===== src/rtl/sdram_arb_pkg.sv =====
// Shared types and widths for the SDRAM port arbiter.
// Pure declarations: no latency and no flow control of its own.
package sdram_arb_pkg;

    localparam int ADDR_W  = 27;
    localparam int BURST_W = 8;

    typedef enum logic [1:0] {IDLE, RD_GRANT, WR_GRANT} arb_state_t;
    typedef enum logic {GNT_RD, GNT_WR} grant_t;

    // A burstcount of zero is treated as a single beat everywhere.
    function automatic logic [BURST_W-1:0] eff_burst(input logic [BURST_W-1:0] bc);
        return (bc == '0) ? BURST_W'(1) : bc;
    endfunction

endpackage


===== src/rtl/rd_outstanding_tracker.sv =====
// Counts in-flight read beats and tells the arbiter whether the next read fits under the limit.
// Count updates one cycle after accept/valid; can_issue is combinational; never stalls anything itself.
module rd_outstanding_tracker
    import sdram_arb_pkg::*;
#(
    parameter  int MAX_OUTSTANDING = 32,
    localparam int CNT_W           = $clog2(MAX_OUTSTANDING) + 1
) (
    input  logic               sdram_clk,
    input  logic               rst,
    input  logic               accept,
    input  logic [BURST_W-1:0] burstcount,
    input  logic               valid,
    output logic [CNT_W-1:0]   count,
    output logic               can_issue,
    output logic               error
);

    logic [BURST_W-1:0] eff_bc;
    logic [31:0]        sum;
    logic [31:0]        added;
    logic [31:0]        nxt;
    logic               underflow;

    always_comb begin
        eff_bc    = eff_burst(burstcount);
        sum       = 32'(count) + 32'(eff_bc);
        can_issue = (sum <= 32'(MAX_OUTSTANDING));
        added     = accept ? sum : 32'(count);
        // A beat with nothing in flight is a protocol error: clamp rather than wrap.
        underflow = valid && (added == 32'd0);
        nxt       = (valid && !underflow) ? added - 32'd1 : added;
    end

    always_ff @(posedge sdram_clk) begin
        if (rst) begin
            count <= '0;
            error <= 1'b0;
        end else begin
            count <= CNT_W'(nxt);
            if (underflow) begin
                error <= 1'b1;
            end
        end
    end

endmodule


===== src/rtl/sdram_port_arbiter.sv =====
// Shares one Avalon-MM SDRAM port between a read-only and a write-only master with quantum fairness.
// Grant takes one IDLE cycle; command/waitrequest paths are combinational; losers see waitrequest=1.
module sdram_port_arbiter
    import sdram_arb_pkg::*;
#(
    parameter  int DATA_WIDTH      = 64,
    parameter  int RD_QUANTUM      = 16,
    parameter  int WR_QUANTUM      = 4,
    parameter  int MAX_OUTSTANDING = 32,
    localparam int CNT_W           = $clog2(MAX_OUTSTANDING) + 1,
    localparam int BE_W            = DATA_WIDTH / 8
) (
    input  logic                  sdram_clk,
    input  logic                  rst,
    input  logic [ADDR_W-1:0]     rd_address_i,
    input  logic [BURST_W-1:0]    rd_burstcount_i,
    input  logic                  rd_read_i,
    input  logic                  rd_urgent_i,
    output logic                  rd_waitrequest_o,
    output logic [DATA_WIDTH-1:0] rd_readdata_o,
    output logic                  rd_readdatavalid_o,
    input  logic [ADDR_W-1:0]     wr_address_i,
    input  logic [BURST_W-1:0]    wr_burstcount_i,
    input  logic                  wr_write_i,
    input  logic [DATA_WIDTH-1:0] wr_writedata_i,
    input  logic [BE_W-1:0]       wr_byteenable_i,
    output logic                  wr_waitrequest_o,
    output logic [ADDR_W-1:0]     sdram_address_o,
    output logic [BURST_W-1:0]    sdram_burstcount_o,
    output logic                  sdram_read_o,
    output logic                  sdram_write_o,
    output logic [DATA_WIDTH-1:0] sdram_writedata_o,
    output logic [BE_W-1:0]       sdram_byteenable_o,
    input  logic                  sdram_waitrequest_i,
    input  logic [DATA_WIDTH-1:0] sdram_readdata_i,
    input  logic                  sdram_readdatavalid_i,
    output logic [CNT_W-1:0]      outstanding_o
);

    localparam int QMAX = (RD_QUANTUM > WR_QUANTUM) ? RD_QUANTUM : WR_QUANTUM;
    localparam int QW   = $clog2(QMAX + 1);
    localparam logic [QW-1:0] RD_Q  = QW'(RD_QUANTUM);
    localparam logic [QW-1:0] WR_Q  = QW'(WR_QUANTUM);
    localparam logic [QW-1:0] Q_SAT = '1;

    arb_state_t         state, state_nxt;
    grant_t             last_gnt, last_nxt;
    logic [QW-1:0]      q_cnt, q_nxt;
    logic               in_burst, in_burst_nxt;
    logic [BURST_W-1:0] beats_left, beats_nxt;
    logic [BURST_W-1:0] wr_bc_eff;
    logic               rd_fwd, wr_fwd, rd_acc, wr_acc, burst_end;
    logic               can_issue;
    logic               trk_err_unused;

    assign wr_bc_eff          = eff_burst(wr_burstcount_i);
    assign rd_readdata_o      = sdram_readdata_i;
    assign rd_readdatavalid_o = sdram_readdatavalid_i;

    rd_outstanding_tracker #(
        .MAX_OUTSTANDING (MAX_OUTSTANDING)
    ) u_tracker (
        .sdram_clk  (sdram_clk),
        .rst        (rst),
        .accept     (rd_acc),
        .burstcount (rd_burstcount_i),
        .valid      (sdram_readdatavalid_i),
        .count      (outstanding_o),
        .can_issue  (can_issue),
        .error      (trk_err_unused)
    );

    always_ff @(posedge sdram_clk) begin
        if (rst) begin
            state      <= IDLE;
            last_gnt   <= GNT_WR;
            q_cnt      <= '0;
            in_burst   <= 1'b0;
            beats_left <= '0;
        end else begin
            state      <= state_nxt;
            last_gnt   <= last_nxt;
            q_cnt      <= q_nxt;
            in_burst   <= in_burst_nxt;
            beats_left <= beats_nxt;
        end
    end

    always_comb begin
        state_nxt    = state;
        last_nxt     = last_gnt;
        q_nxt        = q_cnt;
        in_burst_nxt = in_burst;
        beats_nxt    = beats_left;
        rd_fwd       = 1'b0;
        wr_fwd       = 1'b0;
        rd_acc       = 1'b0;
        wr_acc       = 1'b0;
        burst_end    = 1'b0;
        case (state)
            IDLE: begin
                q_nxt        = '0;
                in_burst_nxt = 1'b0;
                beats_nxt    = '0;
                if (rd_read_i && (!wr_write_i || rd_urgent_i || last_gnt == GNT_WR)) begin
                    state_nxt = RD_GRANT;
                    last_nxt  = GNT_RD;
                end else if (wr_write_i) begin
                    state_nxt = WR_GRANT;
                    last_nxt  = GNT_WR;
                end
            end
            RD_GRANT: begin
                rd_fwd = rd_read_i && can_issue;
                rd_acc = rd_fwd && !sdram_waitrequest_i;
                if (rd_acc && q_cnt != Q_SAT) begin
                    q_nxt = q_cnt + QW'(1);
                end
                // A stalled forwarded read keeps the grant even once the quantum is spent.
                if (!rd_read_i ||
                    (q_nxt >= RD_Q && wr_write_i && !(rd_fwd && sdram_waitrequest_i))) begin
                    state_nxt = IDLE;
                end
            end
            WR_GRANT: begin
                wr_fwd = wr_write_i;
                wr_acc = wr_fwd && !sdram_waitrequest_i;
                if (wr_acc) begin
                    if (in_burst) begin
                        burst_end = (beats_left == BURST_W'(1));
                        beats_nxt = beats_left - BURST_W'(1);
                    end else begin
                        burst_end = (wr_bc_eff == BURST_W'(1));
                        beats_nxt = wr_bc_eff - BURST_W'(1);
                    end
                    in_burst_nxt = !burst_end;
                end
                if (burst_end && q_cnt != Q_SAT) begin
                    q_nxt = q_cnt + QW'(1);
                end
                if (burst_end && rd_read_i && (rd_urgent_i || q_nxt >= WR_Q)) begin
                    state_nxt = IDLE;
                end else if (!in_burst && !wr_write_i) begin
                    state_nxt = IDLE;
                end
            end
            default: begin
                state_nxt = IDLE;
            end
        endcase
    end

    always_comb begin
        sdram_read_o       = rd_fwd;
        sdram_write_o      = wr_fwd;
        rd_waitrequest_o   = !rd_acc;
        wr_waitrequest_o   = !wr_acc;
        sdram_address_o    = '0;
        sdram_burstcount_o = '0;
        sdram_writedata_o  = '0;
        sdram_byteenable_o = '0;
        case (state)
            RD_GRANT: begin
                sdram_address_o    = rd_address_i;
                sdram_burstcount_o = eff_burst(rd_burstcount_i);
            end
            WR_GRANT: begin
                sdram_address_o    = wr_address_i;
                sdram_burstcount_o = wr_bc_eff;
                sdram_writedata_o  = wr_writedata_i;
                sdram_byteenable_o = wr_byteenable_i;
            end
            default: ;
        endcase
    end

endmodule


===== config.mk =====
export PLATFORM = sky130hd
export DESIGN_NAME = sdram_port_arbiter
export DESIGN_NICKNAME = d
export VERILOG_FILES = /design/src/rtl/sdram_arb_pkg.sv /design/src/rtl/rd_outstanding_tracker.sv /design/src/rtl/sdram_port_arbiter.sv
export SDC_FILE = /design/constraint.sdc
export NUM_CORES = 1
export LEC_CHECK = 0
export BUFFER_PORTS_ARGS = -buffer_cell sky130_fd_sc_hd__buf_2
export CORE_AREA = 5 5 151 153
export DETAILED_ROUTE_END_ITERATION = 7
export DIE_AREA = 0 0 156 158
export PLACE_DENSITY = 0.51
export REMOVE_ABC_BUFFERS = 1
export SLEW_MARGIN = 40
export SYNTH_ARGS = -nofsm -noshare
export SYNTH_HDL_FRONTEND = slang
export SYNTH_HIERARCHICAL = 1
export SYNTH_SLANG_ARGS = --single-unit

===== constraint.sdc =====
create_clock -name sdram_clk -period 5.6 [get_ports sdram_clk]
set_input_delay 0.28 -clock sdram_clk [delete_from_list [all_inputs] [get_ports sdram_clk]]
set_output_delay 0.28 -clock sdram_clk [all_outputs]
set_load 0.05 [all_outputs]

==> results of run 1 <==
critical path, delay by kind of cell:
family / cells / cell delay, ps
fa+ha+maj: 3 / 790
compound gates: 6 / 1330
simple gates: 5 / 830
buf+inv: 4 / 560
mux: 2 / 660
path summary, 6_finish.rpt:
check	to	depth (start not counted)
min reg2reg	beats_left[7]	2
min	state[0]	3
max reg2reg	u_tracker/count[3]	17
max	u_tracker/count[3]	20
metal layers:
layer | up-vias | GRT usage [%] | part of all wire, %
li1 | 2074 | - | -
met5 | - | 4.56 | 0.42
met1 | 2037 | 25.6 | 45
met4 | 2 | 2.67 | 1.1
met2 | 375 | 24.4 | 38
met3 | 19 | 10.6 | 16
cells in the final DEF (no fill, tap or decap), types with 16 or more instances in the layout:
cell	instances
nand2_1	27
nor2_1	27
a21oi_1	27
and2_1	74
ha_1	16
buf_2	266
nor2b_1	35
dfxtp_1	23
inv_1	18
a22oi_1	42
final cells by class:
class                           instances  area, µm²  area share [%]
Timing Repair Buffer                  269       1370            27.5
Antenna cell                            6       15.0           0.303
Inverter                               18       67.6            1.36
Tap cell                              280        350            7.06
Multi-Input combinational cell        375       2620            52.9
Sequential cell                        23        460            9.28
Clock buffer                            4       78.8            1.59
state kept, by name (all words and copies together) (netlist names):
| name | flops |
|---|---|
| state | 2 |
| beats_left | 8 |
| q_cnt | 5 |
| last_gnt | 1 |
| in_burst | 1 |
| u_tracker/count | 6 |
power groups by stage:
stage / logic [mW] / clock network (mW) / registers (mW)
after detailed placement: 0.875 / 0 / 0.224
final: 0.882 / 0.160 / 0.220
after floorplan: 0.540 / 0 / 0.287
after global placement: 0.875 / 0 / 0.224
after CTS: 0.878 / 0.164 / 0.220
after global routing: 0.945 / 0.171 / 0.224
==> impl_summary.md, run 1 <==
Placement
During placement, the flow inserted port buffers numbering roughly 270. Including well taps, the total number of placed cells is between 900 and 1000. The routability congestion estimate is between 0.8 and 0.9. Summed over all nets, the half-perimeter wirelength after detailed placement is around 22000 µm. At the placement stage, the worst setup path has a slack of roughly 1100 ps. The cell area reported after detailed placement is 4870 µm².

Timing
The count of endpoints failing setup in the final report is 0. The number of pins with negative max-slew slack in the final report is 0. Adding up every negative setup slack in the final design gives 0 ps. The count of endpoints failing hold in the final timing report is 0.

Setup repair after global routing left no endpoint under its margin. The share of the cycle needed by the critical path after routing is between 70% and 80%. The slew at the pin closest to its max-slew limit is 733 ps. The worst clock skew on the final layout is approximately 2.8 ps.

The final critical path time including I/O delays and setup is 4320 ps. The headroom to the max-slew limit is 51.2%. The worst path meets setup with around 1300 ps of slack. The fmax is ~230 MHz.

The worst hold slack is 361 ps.

CTS
The depth of the CTS H-tree is 1. The number of cells upsized or downsized after cts is 0. The CTS tree is done. The number of buffers between clock root and the deepest sink is 2. The clock-pin slew on the worst setup and hold paths is around 60 ps. The tree is rooted in a clkbuf_16. The clock net sink count is 23. For this design, the CTS-stage hold fixing added 0 buffers. For the worst-skew pair, the clock arrives at the later sink with an insertion delay of approximately 260 ps.

Clock tree synthesis inserted a total of 3 buffers. The number of post-CTS setup repair buffers is 0.

Floorplanning
The number of I/O pins is 395. The starting density of the core is ~18%. The area enclosed by the die boundary is roughly 25000 µm².

The die span in y is 158 µm. The die is ~160 µm wide. After floorplanning, the core was sized to cover about 21000 µm². Row generation in the floorplan step produced 54 rows.

Pwr
The leakage power figure is 2.42 nW. Power spread over the standard cell area amounts to between 200 and 300 nW/µm². The sequential power share is 17.5%. The total internal power is 0.575 mW.

The switching share of power is roughly 54%. The analysis attributes to net switching a power of slightly below 0.7 mW. The worst supply voltage drop on vdd is about 0.11 mV. The clock group share of total power is 12.7%. The design draws about 1.3 mW. In this run, the combinational gates consume a little over two thirds of the power.

Critical path
The worst setup path is launched from an input port. The kind of critical path is input port to register. The flop-to-flop setup slack is between 1000 and 1500 ps.

The element type at the critical path end is a register. The launch instance of the worst register-to-register path is u_tracker/count[0]. The critical path goes through buf_2 > nor2_1 > a31o_2 > ha_1 > inv_1 > fa_1 > nand2b_1 > a21oi_1 > o21ai_0 > a21oi_1 > a21boi_0 > and3_1 > nand2b_1 > inv_1 > inv_1 > mux2i_1 > ha_1 > nand3_1 > o21ai_2 > mux2_1. Tracing the worst setup path back leads to its startpoint at rd_burstcount_i[7].

The maximum net fanout on the critical path is 7. STA puts the critical path data required time at 5750 ps. The delay contributed by the slowest stage of the critical path is between 300 and 400 ps.

By instance count, the cell type seen most on the critical path is inv_1. Data on the critical path arrives at its endpoint at approximately 4500 ps. The largest individual stage delay along the critical path comes from the cell fa_1.

Global route
Entering global routing, the biggest net connects 67 pins. The first global-routing pass estimated ~32000 µm of wire. The global-route usage over all layers is 18.4%. The number of antenna violations at the first check in global routing is 12. For this run the aggregate overflow at the end of global routing stands at 0.

The via count of the first global-routing pass came to between 4000 and 5000.

Detailed routing
After detailed routing, the total wire length is roughly 25000 µm. The routed length per placed instance is roughly 25 µm. In the routed design, unresolved DRC markers number 0.

For this block, the initial DRC count from the detailed router was ~400. The post-route antenna net violation count is 0. Across all layers, the routed design uses 4507 vias. Using the TritonRoute via totals, the vias-per-cell ratio works out to 4.62.

The number of iterations in the first detailed-routing pass is 5.

Finish
The final net count is roughly 900. The share of post-route cells with drive strength above 1 is 43.4%. The non-filler instance count after layout is 975. Relative to the synthesized area, the layout overhead comes to 31.8%.

Summing all non-filler instances in the final layout gives an area of 4960 µm². The final design utilization is a little under a quarter. Fill cells in the final layout number 2425.

Logic synthesis
The number of instances in the synthesized netlist is roughly 500. The number of warnings issued by yosys is 6. In this run the mean area of a mapped cell was about 7.4 µm². The total standard cell area after synthesis is 3760 µm².

Hold path
The startpoint identified for the worst hold timing path is rd_read_i. The min-delay analysis places its worst path in the category input port to register.

Run status
The flow ran to the end, and the final reports show no timing, DRC or antenna violations.

Job
The tool flagged a number of max-cap violations equal to 0.
(Power assumes the default switching activity.)
==> run 2, diff against run 1 <==
- ABC_AREA: unset -> 1
- PLACE_DENSITY: 0.51 -> 0.52
- clock period: 5.6 -> 4.06 ns (I/O delays scaled with it)
==> run 2 against run 1 <==
Utilization grew 1.1 points; sequential share of layout area down 0.41 points; cell count rose by 22%; global-route usage is 1.1 points higher; final area increased by 4.6%; flip-flop and latch count is the same.
==> impl_summary.md, run 2 <==
Critical path
The critical path launch point is rd_burstcount_i[7]. The launch instance of the worst register-to-register path is u_tracker/count[0]. The flop-to-flop setup slack is 600 ps (-800 ps). The cell depth of the worst flop-to-flop path is 24 (+7). The endpoint of the worst register-to-register path is u_tracker/count[5].

The most critical setup path has its endpoint at u_tracker/count[5]. The worst setup path is of the input port to register kind. The maximum net fanout on the critical path was 7 (unchanged). The worst endpoint data arrival time was 3790 ps (-670 ps). The required time of the critical path is 4250 ps (-1500 ps). The type of element launching the critical path is an input port.

The element type at the critical path end is a register.

Finish
The library cells used most frequently in the layout, excluding fill and tap cells, are buf_2, nand2_1, inv_1, a21oi_1, nor2_1. Compared with the post-synthesis result, the final layout area differs by 30.5%. The number of antenna cells inserted is 0 (-6). More flip-flops sit in one register than any other, and that register is beats_left. The flip-flop count of the largest register, all copies and words added came to 8 (unchanged). The share of post-route cells with drive strength above 1 came to 36.6% (-6.8 points).

The library cell used most frequently in the layout, excluding fill and tap cells, is buf_2. The final net count came to 1143 (+24%). The largest registers in the layout are beats_left x8, u_tracker/count x6, q_cnt x5. The area of all placed cells without fillers is 5190 µm² (+4.6%).

Detailed routing
The via count of the routed design came to 5184 (+15%). The initial DRC count is 283 (-28%). The post-route antenna net violation count is 0 (unchanged). The via density per instance is 4.36 (-5.8%). The remaining routing DRC violations came to 0 (unchanged). The routed length per placed instance is 21.6 µm (-15%). The post-detailed-routing wire length is 25700 µm (+3.7%). The number of iterations in the first detailed-routing pass is 5 (unchanged).

Placement
The routability congestion estimate is 0.851 (-0.13%). The half-perimeter wire length after placement is 22600 µm (+5.0%). The number of buffer cells added on primary ports was 266 (unchanged). The cell area reported after detailed placement is 5110 µm² (+5.0%). The setup slack after placement is 152 ps (-945 ps).

Logic synthesis
The number of instances in the synthesized netlist is 727 (+42%). The number of warnings issued by yosys is 6 (unchanged). The mean instance size in the synthesized netlist is 5.47 µm² (-26%). The total standard cell area after synthesis came to 3980 µm² (+5.7%).

CTS
TritonCTS built the clock tree. The clock latency of the later-clocked register in the worst-skew pair is 260 ps (about the same). The number of post-CTS setup repair buffers is 0 (unchanged). The number of buffers between clock root and the deepest sink came to 2 (unchanged). The clock-pin slew on the worst setup and hold paths is 60 ps (about the same).

The root buffer cell is clkbuf_16. The depth of the CTS H-tree is 1 (unchanged). The CTS buffer count is 3 (unchanged). The clock net sink count is 23 (unchanged).

Job
The max-cap violation count is 0 (unchanged).

Floorplanning
The number of placement rows came to 54 (unchanged). The number of I/O pins was 395 (unchanged). The width of the die is 156 µm (unchanged). The area of the core came to 21400 µm² (unchanged). The starting density of the core is 18.6% (+1.0 points). The area enclosed by the die boundary is 24600 µm² (unchanged). The die span in y is 158 µm (unchanged).

Global route
The number of antenna violations at the first check in global routing is 0 (-12). The largest net degree at the start of global routing is 68 (+1.5%). The global-route usage over all layers was 19.4% (+1.1 points).

The wire length of the first global-routing pass is 34600 µm (+8.1%). The via count of the first global-routing pass was 4879 (+18%). The aggregate global routing overflow is 0 (unchanged).

Timing
The headroom to the max-slew limit was 51.8% (+0.68 points). The slew at the pin closest to its max-slew limit came to 720 ps (-12.8 ps). The number of pins with negative max-slew slack in the final report is 0 (unchanged).

The worst path needs approximately 3600 ps of the cycle, external delays included. The worst hold slack came to 273 ps (-88.5 ps). The worst path uses 88.8% of the clock period. The count of endpoints failing setup in the final report is 0 (unchanged). The count of endpoints failing hold in the final timing report is 0 (unchanged).

The final critical-path setup slack came to 456 ps (-827 ps). The worst clock skew on the final layout came to 8.79 ps (+5.97 ps). For this run, the top clock speed supported by timing is 278 MHz.

Setup repair after global routing left no endpoint under its margin.

Run status
The run finished with clean final reports.

Pwr
The post-route total power is 1.87 mW (+49%). The power per cell area came to 361 nW/µm² (+42%). The clock group share of total power is 11.9% (-0.8 points). The leakage power figure is 3.29 nW (+36%). The net switching power is 1.09 mW (+59%). The total internal power came to 0.785 mW (+36%). The sequential power share came to 15.9% (-1.6 points). The worst supply voltage drop on vdd is 0.171 mV (+58%). The combinational share of power is 72.2% (+2.3 points).

The switching share of power is 58.1% (+3.7 points).

Hold path
The type of the worst min-delay path is input port to register.
-- run 2: through the flow --
stage          util [%]  std cells  TNS [ps]
6_report           24.2       1190         0
5_1_grt            24.2       1190         0
4_1_cts            24.2       1190         0
3_5_place_dp       23.9       1186         0
3_3_place_gp       23.9       1186         0
2_1_floorplan         -        635     -4930
-- run 2: worst max-delay path, cell delays in order --
cell and delay [ps]:
buf_2 140, nor4_1 290, a31o_2 190, ha_1 170, inv_1 60, fa_1 390, inv_1 90, nand3_1 90
nand3_1 120, a41oi_1 120, nor2_1 120, nand2_1 100, nor2_1 140, nand2_1 90, inv_2 130, buf_4 170
nand2_1 60, o21ai_1 180, ha_1 200, inv_1 60, nor2_4 100, nand3_2 90, nor2_4 130, nand2_4 70
nand2_4 80, nand2_1 50, a21oi_1 130
-- run 2: cell type report --
cell class / instances / area, µm²
repair buffers: 271 / 1370
flip-flops and latches: 23 / 460
inverters: 140 / 531
well taps: 280 / 350
clock buffers: 4 / 78.8
fillers: 2561 / 16200
multi-input cells: 472 / 2400
-- run 2: per-layer routing --
layer  part of all wire (%)  wire length (µm)  global-route usage, %  vias to the layer above
met4                   0.21                55                  0.959                        4
met2                     33              8600                   23.6                      384
met5                   0.65               166                   4.96                        -
li1                       -                 -                      -                     2521
met3                     16              4230                   12.6                        9
met1                     49             12600                   28.7                     2266
-- run 2: worst min-delay path by stage --
stage	from	slack (ps)	to	cells after the start
CTS	sdram_readdatavalid_i	270	u_tracker/count[2]	3
floorplan	rst	270	beats_left[0]	1
global placement	sdram_readdata_i[52]	410	rd_readdata_o[52]	0
detailed placement	sdram_readdata_i[52]	410	rd_readdata_o[52]	0
global route	sdram_readdatavalid_i	290	u_tracker/count[2]	3
finish	sdram_readdatavalid_i	270	u_tracker/count[2]	3
-- run 2: timing repair --
action                                 in CTS  in global routing
resized for setup                           0                  1
endpoints found under the hold margin       0                  0
hold buffers                                0                  0
setup endpoints to repair                   0                  4
-- run 2: power groups by stage --
stage / combinational (mW) / clock (mW) / sequential, mW
finish: 1.35 / 0.222 / 0.299
global route: 1.48 / 0.235 / 0.302
CTS: 1.36 / 0.230 / 0.298
detailed placement: 1.36 / 0 / 0.303
global placement: 1.36 / 0 / 0.304
floorplan: 0.887 / 0 / 0.378
==> run 3, diff against run 2 <==
- BUFFER_PORTS_ARGS: -buffer_cell sky130_fd_sc_hd__buf_2 -> -buffer_cell sky130_fd_sc_hd__buf_4
==> run 3 against run 2 <==
Utilization increased by 3.1 points; die area unchanged; largest cell class unchanged; sequential power about the same; non-clock buffer count is 1 higher; register-to-register slack lost 120 ps; routed wire length is 1.7% higher; first-iteration DRC count up 7.4%; critical path depth is the same; fmax shrank 1.7%; global-route usage is 0.62 points higher; cell count about the same; clock power down 2%.
==> impl_summary.md, run 3 (synthesis results as in run 2) <==
CTS
The number of buffers between clock root and the deepest sink is 2 (unchanged). The CTS buffer count was 3 (unchanged). The CTS tree is done. The clock-pin slew on the worst setup and hold paths came to 60 ps (about the same). The clock net sink count is 23 (unchanged). The clock latency of the later-clocked register in the worst-skew pair was 260 ps (about the same). The root buffer cell is clkbuf_16. The number of cells upsized or downsized after cts came to 0 (unchanged). The number of buffers inserted for hold repair after clock tree synthesis was 0 (unchanged).

The number of post-CTS setup repair buffers is 0 (unchanged). The depth of the CTS H-tree is 1 (unchanged).

Hold path
The min-delay analysis places its worst path in the category input port to register. The number of instances on the worst hold path was 3 (unchanged). The origin of the worst min-delay path is sdram_readdatavalid_i. The sink of the worst hold path is u_tracker/count[0].

Placement
The setup slack after placement is 159 ps (+7.03 ps). The routability congestion estimate was 0.846 (-0.66%). The half-perimeter wire length after placement is 22900 µm (+1.4%). The cell area reported after detailed placement is 5780 µm² (+13%). The number of buffer cells added on primary ports is 266 (unchanged).

Timing
The headroom to the max-slew limit is 49.9% (-1.9 points). The number of pins with negative max-slew slack in the final report is 0 (unchanged). The final critical-path setup slack was 395 ps (-61.9 ps). The fmax came to 273 MHz (-1.7%). The share of the cycle needed by the critical path after routing is 90.3% (+1.5 points). The count of endpoints failing setup in the final report came to 0 (unchanged).

The slew at the pin closest to its max-slew limit is 749 ps (+29.0 ps). Setup repair after global routing left no endpoint under its margin. The worst clock skew on the final layout is 6.43 ps (-2.36 ps).

The worst hold slack came to 266 ps (-6.33 ps). The final critical path time including I/O delays and setup is 3670 ps (+61.9 ps). The count of endpoints failing hold in the final timing report was 0 (unchanged).

Finish
Relative to the synthesized area, the layout overhead comes to 47.5%. The library cell used most frequently in the layout, excluding fill and tap cells, is buf_4. Counting flops per register, the top entry is beats_left. The area of all placed cells without fillers came to 5870 µm² (+13%).

The largest registers in the layout are beats_left x8, u_tracker/count x6, q_cnt x5. The flip-flop count of the largest register, all copies and words added came to 8 (unchanged). The share of post-route cells with drive strength above 1 is 36.7% (+0.070 points). The final net count is 1144 (+0.087%). The library cells used most frequently in the layout, excluding fill and tap cells, are buf_4, nand2_1, inv_1, a21oi_1, nor2_1. The layout filler cell count is 2466 (-3.7%). The number of antenna cells inserted is 0 (unchanged).

Critical path
The worst register-to-register path begins at u_tracker/count[0]. By startpoint and endpoint, the worst setup path is classified as input port to register. The cell depth of the worst flop-to-flop path is 24 (unchanged). The flop-to-flop setup slack is 480 ps (-120 ps). The maximum net fanout on the critical path is 6 (-1). The type of element launching the critical path is an input port. The worst endpoint data arrival time is 3850 ps (+60 ps).

The required time of the critical path came to 4250 ps (about the same). The element type at the critical path end is a register. The worst register-to-register path ends at u_tracker/count[5].

Floorplanning
The area of the core is 21400 µm² (unchanged). The die span in y was 158 µm (unchanged). The number of I/O pins was 395 (unchanged). The starting density of the core is 18.6% (unchanged).

The number of placement rows is 54 (unchanged). The area enclosed by the die boundary is 24600 µm² (unchanged). The width of the die is 156 µm (unchanged).

Pwr
The clock group share of total power is 11.0% (-0.9 points). The leakage power figure was 3.42 nW (+4.2%). The net switching power is 1.10 mW (+0.83%). The worst supply voltage drop on vdd is 0.161 mV (-5.9%). The combinational share of power was 73.8% (+1.6 points).

The switching share of power was 55.5% (-2.6 points). The post-route total power is 1.98 mW (+5.5%). The sequential power share is 15.2% (-0.7 points). The total internal power is 0.879 mW (+12%).

The power per cell area is 337 nW/µm² (-6.6%).

Global route
The wire length of the first global-routing pass is 36000 µm (+4.1%). The aggregate global routing overflow is 0 (unchanged). The largest net degree at the start of global routing is 65 (-4.4%).

The number of antenna violations at the first check in global routing came to 0 (unchanged). The via count of the first global-routing pass is 5035 (+3.2%). The global-route usage over all layers is 20.1% (+0.62 points).

Detailed routing
The routed length per placed instance is 21.9 µm (+1.6%). The via count of the routed design is 5151 (-0.64%). The number of iterations in the first detailed-routing pass is 4 (-1). The post-detailed-routing wire length is 26100 µm (+1.7%).

The initial DRC count is 304 (+7.4%). The post-route antenna net violation count is 0 (unchanged). The via density per instance came to 4.32 (-0.72%). The remaining routing DRC violations was 0 (unchanged).

Job
The max-cap violation count is 0 (unchanged).

Run status
The run finished with clean final reports.
==> run 3: per-layer routing <==
metal | share of wire, % | global-route usage, %
met1 | 48 | 29.1
met2 | 34 | 24.0
met3 | 17 | 13.8
met4 | 0.41 | 1.33
met5 | 0.89 | 6.94
==> run 3: worst max path at each step <==
| stage | to | startpoint | slack (ps) |
|---|---|---|---|
| after floorplan | u_tracker/count[5] | u_tracker/count[0] | -830 |
| after global placement | u_tracker/count[3] | rd_burstcount_i[7] | 320 |
| after detailed placement | u_tracker/count[5] | rd_burstcount_i[7] | 160 |
| after CTS | u_tracker/count[5] | rd_burstcount_i[7] | 410 |
| after global routing | u_tracker/count[5] | rd_burstcount_i[7] | 60 |
| final | u_tracker/count[5] | rd_burstcount_i[7] | 390 |
==> run 3: cell type report <==
type                       instances  area (µm²)  area share (%)
sequential                        23         460            7.85
tap                              280         350            5.97
inverter                         140         532            9.06
clock buffer                       4        78.8            1.34
timing repair buffer             272        2040            34.8
multi-input combinational        472        2400            41.0
==> run 3: power by group through the flow <==
stage	logic [mW]	registers (mW)	clock network, mW
global placement	1.46	0.308	0
floorplan	0.887	0.378	0
global route	1.59	0.303	0.236
detailed placement	1.46	0.305	0
finish	1.46	0.300	0.218
CTS	1.47	0.300	0.227
==> run 3: metrics by stage <==
step | std cells | util [%] | setup TNS (ps)
after global routing | 1191 | 27.4 | 0
after global placement | 1187 | 27.0 | 0
after detailed placement | 1187 | 27.0 | 0
after floorplan | 635 | - | -4930
final | 1191 | 27.4 | 0
after CTS | 1191 | 27.4 | 0
==> run 3: worst max-delay path, stage by stage <==
cell	delay [ps]
buf_4	130
nor4_1	260
a31o_2	190
ha_1	180
inv_1	60
fa_1	390
inv_1	90
nand3_1	100
nand3_1	130
a41oi_1	120
nor2_1	120
nand2_1	100
nor2_1	150
nand2_1	90
inv_1	180
inv_2	70
or2_1	220
o21ai_2	120
ha_1	200
inv_1	60
nor2_4	100
nand3_2	100
nor2_4	140
nand2_4	80
nand2_4	80
nand2_1	50
a21oi_1	130
